==> src/rtl/voice_scheduler_if.sv <==
// Song-reader and voice-bank signals of the voice scheduler.
// The master side feeds notes in and watches the voices; the scheduler is the slave.
interface voice_scheduler_if #(
   parameter int unsigned NUM_VOICES = 3,
   parameter int unsigned NOTE_W     = 6,
   parameter int unsigned DUR_W      = 6
);
   logic                         new_note;
   logic [NOTE_W-1:0]            note;
   logic [DUR_W-1:0]             duration;
   logic                         song_done;
   logic                         player_available;
   logic [NUM_VOICES-1:0]        voice_load;
   logic [NUM_VOICES*NOTE_W-1:0] voice_note;
   logic [NUM_VOICES-1:0]        voice_busy;
   logic                         all_done;

   modport master (
      output new_note, note, duration, song_done,
      input  player_available, voice_load, voice_note, voice_busy, all_done
   );

   modport slave (
      input  new_note, note, duration, song_done,
      output player_available, voice_load, voice_note, voice_busy, all_done
   );
endinterface

==> src/rtl/voice_scheduler.sv <==
// Buffers note/duration pairs, hands the oldest to the lowest idle voice and
// times each voice in beats; flags end of song once everything has drained.
module voice_scheduler #(
   parameter int unsigned NUM_VOICES = 3,
   parameter int unsigned FIFO_DEPTH = 4,
   parameter int unsigned NOTE_W     = 6,
   parameter int unsigned DUR_W      = 6
) (
   input  logic              clk,
   input  logic              reset,
   input  logic              play,
   input  logic              stop,
   input  logic              beat,
   voice_scheduler_if.slave  bus
);

   localparam int unsigned PTR_W  = (FIFO_DEPTH > 1) ? $clog2(FIFO_DEPTH) : 1;
   localparam int unsigned CNT_W  = PTR_W + 1;
   localparam int unsigned VIDX_W = (NUM_VOICES > 1) ? $clog2(NUM_VOICES) : 1;

   logic [NOTE_W-1:0]            fifo_note [FIFO_DEPTH];
   logic [DUR_W-1:0]             fifo_dur  [FIFO_DEPTH];
   logic [PTR_W-1:0]             wr_ptr, rd_ptr;
   logic [CNT_W-1:0]             count;
   logic                         run, fifo_full, fifo_empty;
   logic                         push, pop, dispatch, any_idle;
   logic [VIDX_W-1:0]            target;
   logic [NUM_VOICES-1:0]        busy, busy_nxt;
   logic [DUR_W-1:0]             remaining [NUM_VOICES];
   logic [DUR_W-1:0]             rem_nxt   [NUM_VOICES];
   logic [NUM_VOICES-1:0]        load, load_nxt;
   logic [NUM_VOICES*NOTE_W-1:0] notes, notes_nxt;
   logic                         done_latch, all_done;

   assign run        = play & ~stop;
   assign fifo_full  = (count == CNT_W'(FIFO_DEPTH));
   assign fifo_empty = (count == '0);

   assign bus.player_available = reset & run & ~fifo_full;
   assign push     = bus.new_note & bus.player_available;
   assign pop      = run & ~fifo_empty & any_idle;
   // Zero-length entries are popped but never occupy a voice
   assign dispatch = pop & (fifo_dur[rd_ptr] != '0);

   // Lowest-index idle voice
   always_comb begin
      any_idle = 1'b0;
      target   = '0;
      for (int i = int'(NUM_VOICES) - 1; i >= 0; i--) begin
         if (!busy[i]) begin
            any_idle = 1'b1;
            target   = VIDX_W'(i);
         end
      end
   end

   always_ff @(posedge clk) begin
      if (push) begin
         fifo_note[wr_ptr] <= bus.note;
         fifo_dur[wr_ptr]  <= bus.duration;
      end
   end

   always_ff @(posedge clk or negedge reset) begin
      if (!reset) begin
         wr_ptr <= '0;
         rd_ptr <= '0;
         count  <= '0;
      end else if (stop) begin
         wr_ptr <= '0;
         rd_ptr <= '0;
         count  <= '0;
      end else begin
         if (push) wr_ptr <= wr_ptr + PTR_W'(1);
         if (pop)  rd_ptr <= rd_ptr + PTR_W'(1);
         count <= count + CNT_W'(push) - CNT_W'(pop);
      end
   end

   // Voice timer state register (busy = BUSY state)
   always_ff @(posedge clk or negedge reset) begin
      if (!reset) begin
         busy      <= '0;
         remaining <= '{default: '0};
      end else begin
         busy      <= busy_nxt;
         remaining <= rem_nxt;
      end
   end

   // Voice timer next state; a freshly loaded voice was idle, so it skips this beat
   always_comb begin
      busy_nxt = busy;
      rem_nxt  = remaining;
      if (stop) begin
         busy_nxt = '0;
         rem_nxt  = '{default: '0};
      end else if (play) begin
         for (int i = 0; i < int'(NUM_VOICES); i++) begin
            if (busy[i] && beat) begin
               rem_nxt[i] = remaining[i] - DUR_W'(1);
               if (remaining[i] == DUR_W'(1)) busy_nxt[i] = 1'b0;
            end
         end
         if (dispatch) begin
            busy_nxt[target] = 1'b1;
            rem_nxt[target]  = fifo_dur[rd_ptr];
         end
      end
   end

   // Voice outputs: idle voices show note 0
   always_comb begin
      load_nxt  = '0;
      notes_nxt = notes;
      for (int i = 0; i < int'(NUM_VOICES); i++) begin
         if (!busy_nxt[i]) notes_nxt[i*NOTE_W +: NOTE_W] = '0;
      end
      if (dispatch) begin
         load_nxt[target]                       = 1'b1;
         notes_nxt[target*NOTE_W +: NOTE_W]     = fifo_note[rd_ptr];
      end
   end

   always_ff @(posedge clk or negedge reset) begin
      if (!reset) begin
         load       <= '0;
         notes      <= '0;
         done_latch <= 1'b0;
         all_done   <= 1'b0;
      end else begin
         load  <= load_nxt;
         notes <= notes_nxt;
         if (stop) begin
            done_latch <= 1'b0;
            all_done   <= 1'b0;
         end else if (play) begin
            if (bus.song_done) done_latch <= 1'b1;
            all_done <= done_latch & fifo_empty & ~|busy;
         end
      end
   end

   assign bus.voice_load = load;
   assign bus.voice_note = notes;
   assign bus.voice_busy = busy;
   assign bus.all_done   = all_done;

   always @(posedge clk) begin
      if (reset) begin
         assert ((load_nxt & busy) == '0);
         assert ($onehot0(load_nxt));
         assert (!(push && fifo_full));
      end
   end

endmodule
==> src/flat_wrapper.sv <==
// flat-port wrapper written by rule: the top's interface ports become plain ports
module voice_scheduler_flat 
#(
   parameter int unsigned NUM_VOICES = 3,
   parameter int unsigned FIFO_DEPTH = 4,
   parameter int unsigned NOTE_W     = 6,
   parameter int unsigned DUR_W      = 6
)
  (clk, reset, play, stop, beat, bus_new_note, bus_note, bus_duration, bus_song_done, bus_player_available, bus_voice_load, bus_voice_note, bus_voice_busy, bus_all_done);
  voice_scheduler_if #(.NUM_VOICES(NUM_VOICES), .NOTE_W(NOTE_W), .DUR_W(DUR_W)) bus_i ();
  input  logic clk;
  input  logic reset;
  input  logic play;
  input  logic stop;
  input  logic beat;
  input wire logic [$bits(bus_i.new_note)-1:0] bus_new_note;
  input wire logic [$bits(bus_i.note)-1:0] bus_note;
  input wire logic [$bits(bus_i.duration)-1:0] bus_duration;
  input wire logic [$bits(bus_i.song_done)-1:0] bus_song_done;
  output wire logic [$bits(bus_i.player_available)-1:0] bus_player_available;
  output wire logic [$bits(bus_i.voice_load)-1:0] bus_voice_load;
  output wire logic [$bits(bus_i.voice_note)-1:0] bus_voice_note;
  output wire logic [$bits(bus_i.voice_busy)-1:0] bus_voice_busy;
  output wire logic [$bits(bus_i.all_done)-1:0] bus_all_done;
  assign bus_i.new_note = bus_new_note;
  assign bus_i.note = bus_note;
  assign bus_i.duration = bus_duration;
  assign bus_i.song_done = bus_song_done;
  assign bus_player_available = bus_i.player_available;
  assign bus_voice_load = bus_i.voice_load;
  assign bus_voice_note = bus_i.voice_note;
  assign bus_voice_busy = bus_i.voice_busy;
  assign bus_all_done = bus_i.all_done;
  voice_scheduler #(.NUM_VOICES(NUM_VOICES), .FIFO_DEPTH(FIFO_DEPTH), .NOTE_W(NOTE_W), .DUR_W(DUR_W)) u_core (.clk(clk), .reset(reset), .play(play), .stop(stop), .beat(beat), .bus(bus_i));
endmodule
==> config.mk <==
export PLATFORM = sky130hd
export DESIGN_NAME = voice_scheduler_flat
export DESIGN_NICKNAME = d
export VERILOG_FILES = /design/src/rtl/voice_scheduler_if.sv /design/src/rtl/voice_scheduler.sv /design/src/flat_wrapper.sv
export SDC_FILE = /design/constraint.sdc
export NUM_CORES = 1
export LEC_CHECK = 0
export ABC_AREA = 1
export CORE_ASPECT_RATIO = 1.5
export CORE_MARGIN = 2
export CORE_UTILIZATION = 56
export DETAILED_ROUTE_END_ITERATION = 8
export PLACE_DENSITY = 0.78
export SYNTH_ARGS = -nofsm -noshare
export SYNTH_HDL_FRONTEND = slang
export SYNTH_SLANG_ARGS = --single-unit
==> constraint.sdc <==
create_clock -name clk -period 3.12 [get_ports clk]
set_input_delay 0.624 -clock clk [delete_from_list [all_inputs] [get_ports clk]]
set_output_delay 0.624 -clock clk [all_outputs]
set_load 0.05 [all_outputs]
# == Word level (Yosys, flattened, before mapping) ==
# Memories as Yosys holds them, arrays and structs flattened.
# Cells that the tools add are included.
# classes
n_addsub,8
n_mul,1
magnitude_cmp,4
eq_ne,4
shift,2
mux,56
n_bitwise,14
n_reduce_logical,14
# op_table
cell,count
2-to-1 mux 6 bit,13
2-to-1 mux 18 bit,4
bitwise mux 18 bit,2
negation 5 -> 34 bit,1
variable shift 6 x 34 -> 18 bit (first input constant),1
variable part select 6 x 34 -> 18 bit,1
2-to-1 mux 1 bit,23
equality test 6 x 1 -> 1 bit (second input constant),3
subtractor 6 x 1 -> 6 bit (second input constant),3
2-to-1 mux 3 bit,5
2-to-1 mux 2 bit,7
demux 6 bit (select 2 bit),1
bitwise AND 1 bit,9
nonzero test 2 bit,4
nonzero test 6 bit,1
logical AND 1 bit,5
adder 2 x 1 -> 2 bit (second input constant),2
multiplier 2 x 2 -> 4 bit (second input constant),1
adder 3 x 1 -> 3 bit,1
equality test 3 bit (second input constant),1
>= comparator 3 bit (second input constant),1
logical NOT 3 bit,1
less-than comparator 2 x 3 -> 1 bit (second input constant),1
less-than comparator 3 x 1 -> 1 bit (second input constant),1
9 further kinds,11
# totals
register_bits,51
mem_bits_rw,48
input_bits,19
out_inout_bits,26
elab_cells,116
n_memories,2
# mem_list
name,depth,width,rd,rd_clocked_by_memory_dff,wr,line,source
u_core.fifo_dur,4,6,1,0,1,voice_scheduler.sv:22,logic [DUR_W-1:0] fifo_dur [FIFO_DEPTH];
u_core.fifo_note,4,6,1,0,1,voice_scheduler.sv:21,logic [NOTE_W-1:0] fifo_note [FIFO_DEPTH];

# == Depth between registers and ports, before layout ==
# depth
word_depth,14
mapped_depth,15
depth_no_buf,13

# == Worst setup path before layout ==
# Ideal clock, no wire load.
# synth_path
kind,input to register
startpoint,input port play
endpoint,"memory u_core.fifo_dur[0][0], enable pin"
setup_ns,0.380
arrival_ns,2.661
required_ns,2.740
slack_ns,0.079
cell_stages,6
n_path_buf,0
cell_sequence,inv_1 nor2_4 nand2_1 a21oi_1 nand2_1 nor2_1
# synth_via
elab_chain_len,6
# synth_rtl
item,line,source
from (decl),flat_wrapper.sv:13,input logic play;
bitwise AND 1 bit,voice_scheduler.sv:35,assign run = play & ~stop;
bitwise AND 1 bit (2 in a row),voice_scheduler.sv:39,assign bus.player_available = reset & run & ~fifo_full;
named net bus_player_available,flat_wrapper.sv:20,output wire logic [$bits(bus_i.player_available)-1:0] bus_player_available;
bitwise AND 1 bit,voice_scheduler.sv:40,assign push = bus.new_note & bus.player_available;
2-to-1 mux 1 bit,voice_scheduler.sv:58,if (push) begin
2-to-1 mux 1 bit (not written as such),voice_scheduler.sv:60,fifo_dur[wr_ptr] <= bus.duration;
to (decl),voice_scheduler.sv:22,
# The timed path passes the listed nets, and every way through them passes these cells.

# == Final worst setup path ==
# layout_path
startpoint,input port play
endpoint,register u_core.count[2]
# layout_via
elab_chain_len,7
elab_cells_between_ends,9
cone_classes,2 x add/sub; 1 x mux; 6 x bitwise
# layout_rtl
item,line,source
bitwise AND 1 bit (*),voice_scheduler.sv:35,
bitwise AND 1 bit (2 in a row),voice_scheduler.sv:39,
bitwise AND 1 bit,voice_scheduler.sv:40,
adder 3 x 1 -> 3 bit,voice_scheduler.sv:76,count <= count + CNT_W'(push) - CNT_W'(pop);
subtractor 3 x 1 -> 3 bit (*),voice_scheduler.sv:76,
2-to-1 mux 3 bit (*),voice_scheduler.sv:69,end else if (stop) begin
to (signal assigned),voice_scheduler.sv:76,
to (decl),voice_scheduler.sv:24,logic [CNT_W-1:0] count;
# Every way passes the cells marked *; elsewhere a longest branch is shown, timed or not.
# A chain may end at the register's enable or synchronous reset.

==> impl_metrics.yaml <==
worst_setup_path:
  cp-end-kind: "flip-flop"
  cp_top_family: "buffers and inverters"
  slowest_stage: "clkdlybuf4s50_1"
  ff2ff_setup_slack_ns: 0.63
  cp-start-kind: "primary input"
  crit_buf_inv: 4
  required_ns: 3.36
  worstPathCellList: "clkdlybuf4s50_1 -> inv_1 -> nor2_4 -> nand2_1 -> a21oi_1 -> nand2_1 -> inv_1 -> ha_1 -> inv_1 -> fa_1 -> xor2_1 -> nor2_1"
  cpMostUsedCell: "inv_1"
  crit_type: "primary input to flip-flop"
  r2r-end: "u_core.bus.voice_note[2]$_DFF_PN0_"
  rr_worst_depth: 11
  critical_path_arrival_ns: 2.80
  r2r-start: "u_core.bus.voice_busy[0]$_DFF_PN0_"
  max_stage_delay_ns: 0.48
  cp_max_fo: 9
cts:
  numCtsBuffers: 9
  htreeDepth: 3
  path_clk_slew_ns: 0.07
  cts_tree: "yes"
  cts.sinks: 99
  cts.path.max_buffers: 2
  hold_buffers: 0
  worstSkewPairLatency_ns: 0.35
  cts.repair.resized: 0
  cts_setup_buffers: 0
  cts_root_buf: "clkbuf_16"
layout:
  regArea_mm2: 0.00272
  fillers: 693
  syn_to_final_growth_pct: 17.2
  drive_above_1_share_pct: 13.6
  final_area_mm2: 0.00601
  nets: 635
  multi_input_comb_area_mm2: 0.00209
  diodes: 0
yosys:
  synth_enable_flop_cells: 48
  ys_ff_latch: 99
  netlist_instances: 544
  synth_top_area_share_pct: 28.1
  yosysUniqueCellTypes: 42
  ys_seq_area_share_pct: 53.0
  synth_top_area_cell: "edfxtp_1"
  syn_nets: 580
  synth.most_common_cell: "nand2_1"
  synth_top_flop_cell: "dfrtp_1"
  yosys_warnings: 0
  synth.cell_area_mm2: 0.00513
  ys_async_sr_fraction_pct: 51.5
  yosys-top-cells-area: "edfxtp_1 28%, dfrtp_1 25%, nand2_1 12%"
  syn_avg_cell_area_um2: 9.43
  ys_top_cells_by_count: "167 x nand2_1, 63 x nand3_1, 51 x dfrtp_1"
floorplan:
  core_mm2: 0.00888
  dieWidth_um: 82.2
  die-area_mm2: 0.00996
  start_util_pct: 57.8
  die_y_um: 121
  row_count: 42
  pin_count: 45
outcome:
  status: "finished clean"
place:
  numPortBuffers: 44
  place_ws_ns: 0.211
  place_hpwl_mm: 7.57
  gp_congestion: 0.875
  dpl_cell_area_mm2: 0.00571
pwr:
  ir_drop_mv: 0.504
  p_per_area_mw_per_mm2: 566
  p_leak_nw: 2.73
drt:
  drtIter0Drc: 296
  first_pass_iters: 4
  avgViaCountPerCell: 5.32
  drc_errors: 0
  antenna_left: 0
  vias: 3800
  wl_per_cell_um: 15.0
  routed_wl_mm: 10.7
grt:
  grt_use_total_pct: 23.8
  grtUsageMet1_pct: 28.4
  grt_pass1_wl_mm: 17.8
  grt_pass1_vias: 3769
  use_met3_pct: 3.65
  grtUsageMet2_pct: 41.8
  grt_max_degree: 52
  antenna_found_initial: 0
  overflow: 0
  gr-max-usage-layer: "met2"
sta:
  post-route-min-period_ns: 2.56
  finalSetupTns_ns: 0
  report.final.setup_viol: 0
  slew_headroom_pct: 53.0
  period_share_pct: 82.0
  setup_slack_ns: 0.560
  max_freq_mhz: 391
  rsz0062_at_grt: "false"
  final-hold-violation-count: 0
  fin_worst_skew_ns: 0.00777
  finalMaxSlewViolations: 0
  worst_slew_pin_slew_ns: 0.700
flow_run:
  max_cap_viol_count: 0
worst_hold_path:
  holdCritPathClass: "primary input to asynchronous set/reset pin"
-- through the flow --
step	total power [W]	hold WS, ns	instances	util [%]
5_1_grt	0.00358	0.482	714	67.7
3_3_place_gp	0.00227	0.466	698	64.2
4_1_cts	0.00342	0.452	714	67.7
6_report	0.00341	0.421	714	67.7
2_1_floorplan	0.00208	0.328	544	-
3_5_place_dp	0.00229	0.468	698	64.2
-- state kept, by name, indices dropped and copies added (netlist names) --
signal,count
u_core.fifo_note,24
u_core.fifo_dur,24
u_core.done_latch,1
u_core.bus.all_done,1
u_core.bus.voice_load,3
u_core.bus.voice_busy,3
u_core.count,3
u_core.bus.voice_note,18
u_core.remaining,18
u_core.rd_ptr,2
u_core.wr_ptr,2
-- worst max path at each step --
stage	slack (ns)	to	startpoint	cells after the start
3_3_place_gp	0.31	u_core.count[2]$_DFF_PN0_	play	12
5_1_grt	0.37	u_core.count[2]$_DFF_PN0_	play	12
6_report	0.56	u_core.count[2]$_DFF_PN0_	play	12
3_5_place_dp	0.21	u_core.count[2]$_DFF_PN0_	play	12
4_1_cts	0.57	u_core.count[2]$_DFF_PN0_	play	12
2_1_floorplan	0.08	u_core.fifo_dur[0][0]$_DFFE_PP_	play	6
-- where the power goes --
part / internal [W] / switching [W]
Clock: 0.000635 / 0.000497
Sequential: 0.00143 / 0.0000624
Combinational: 0.000251 / 0.000533
Total: 0.00231 / 0.00109
-- kinds of logic (layout without fill, tap and decap cells) --
kind of cell	Yosys count	count (layout)	synth area share, %
AO/OA/AOI/OAI	28	28	3.05
AND/OR/NAND/NOR	312	312	29.9
adder cells (fa/ha/maj)	17	17	4.29
XOR/XNOR	17	17	2.90
multiplexers	3	3	0.658
flip-flops	99	99	53.0
buffers and inverters	68	128	6.27
-- area by class of cell --
cell class | instances | area share (%)
multi-input cells | 377 | 34.8
repair buffers | 56 | 8.90
clock inverters | 7 | 1.39
inverters | 56 | 3.70
flip-flops and latches | 99 | 45.2
well taps | 110 | 2.29
clock buffers | 9 | 3.74
-- cell usage in the layout (no fill, tap or decap), types with 2 or more instances in the layout --
cell type,instances
nor2_2,2
nor3_1,6
clkinv_1,7
nand2_4,3
nor2_8,3
nand4_1,5
nor2_1,26
nand3_1,63
nor4_1,3
dfrtp_1,51
xor2_1,13
a21oi_1,7
nand2_2,19
nor2_4,3
nand2_8,2
edfxtp_1,48
xnor2_1,4
buf_4,12
o21ai_0,11
inv_8,2
clkinv_4,2
nand3_2,8
clkbuf_16,9
inv_6,3
mux2_2,3
inv_2,4
inv_1,43
clkdlybuf4s50_1,42
o21ai_1,4
nand2_1,167
ha_1,16
-- metal layers --
metal	share of wire [%]	vias up
li1	-	1883
met1	40	1814
met2	55	89
met3	3.3	14
met4	1.9	0
met5	0	-
Note: power is estimated with default switching activity, not from simulation.
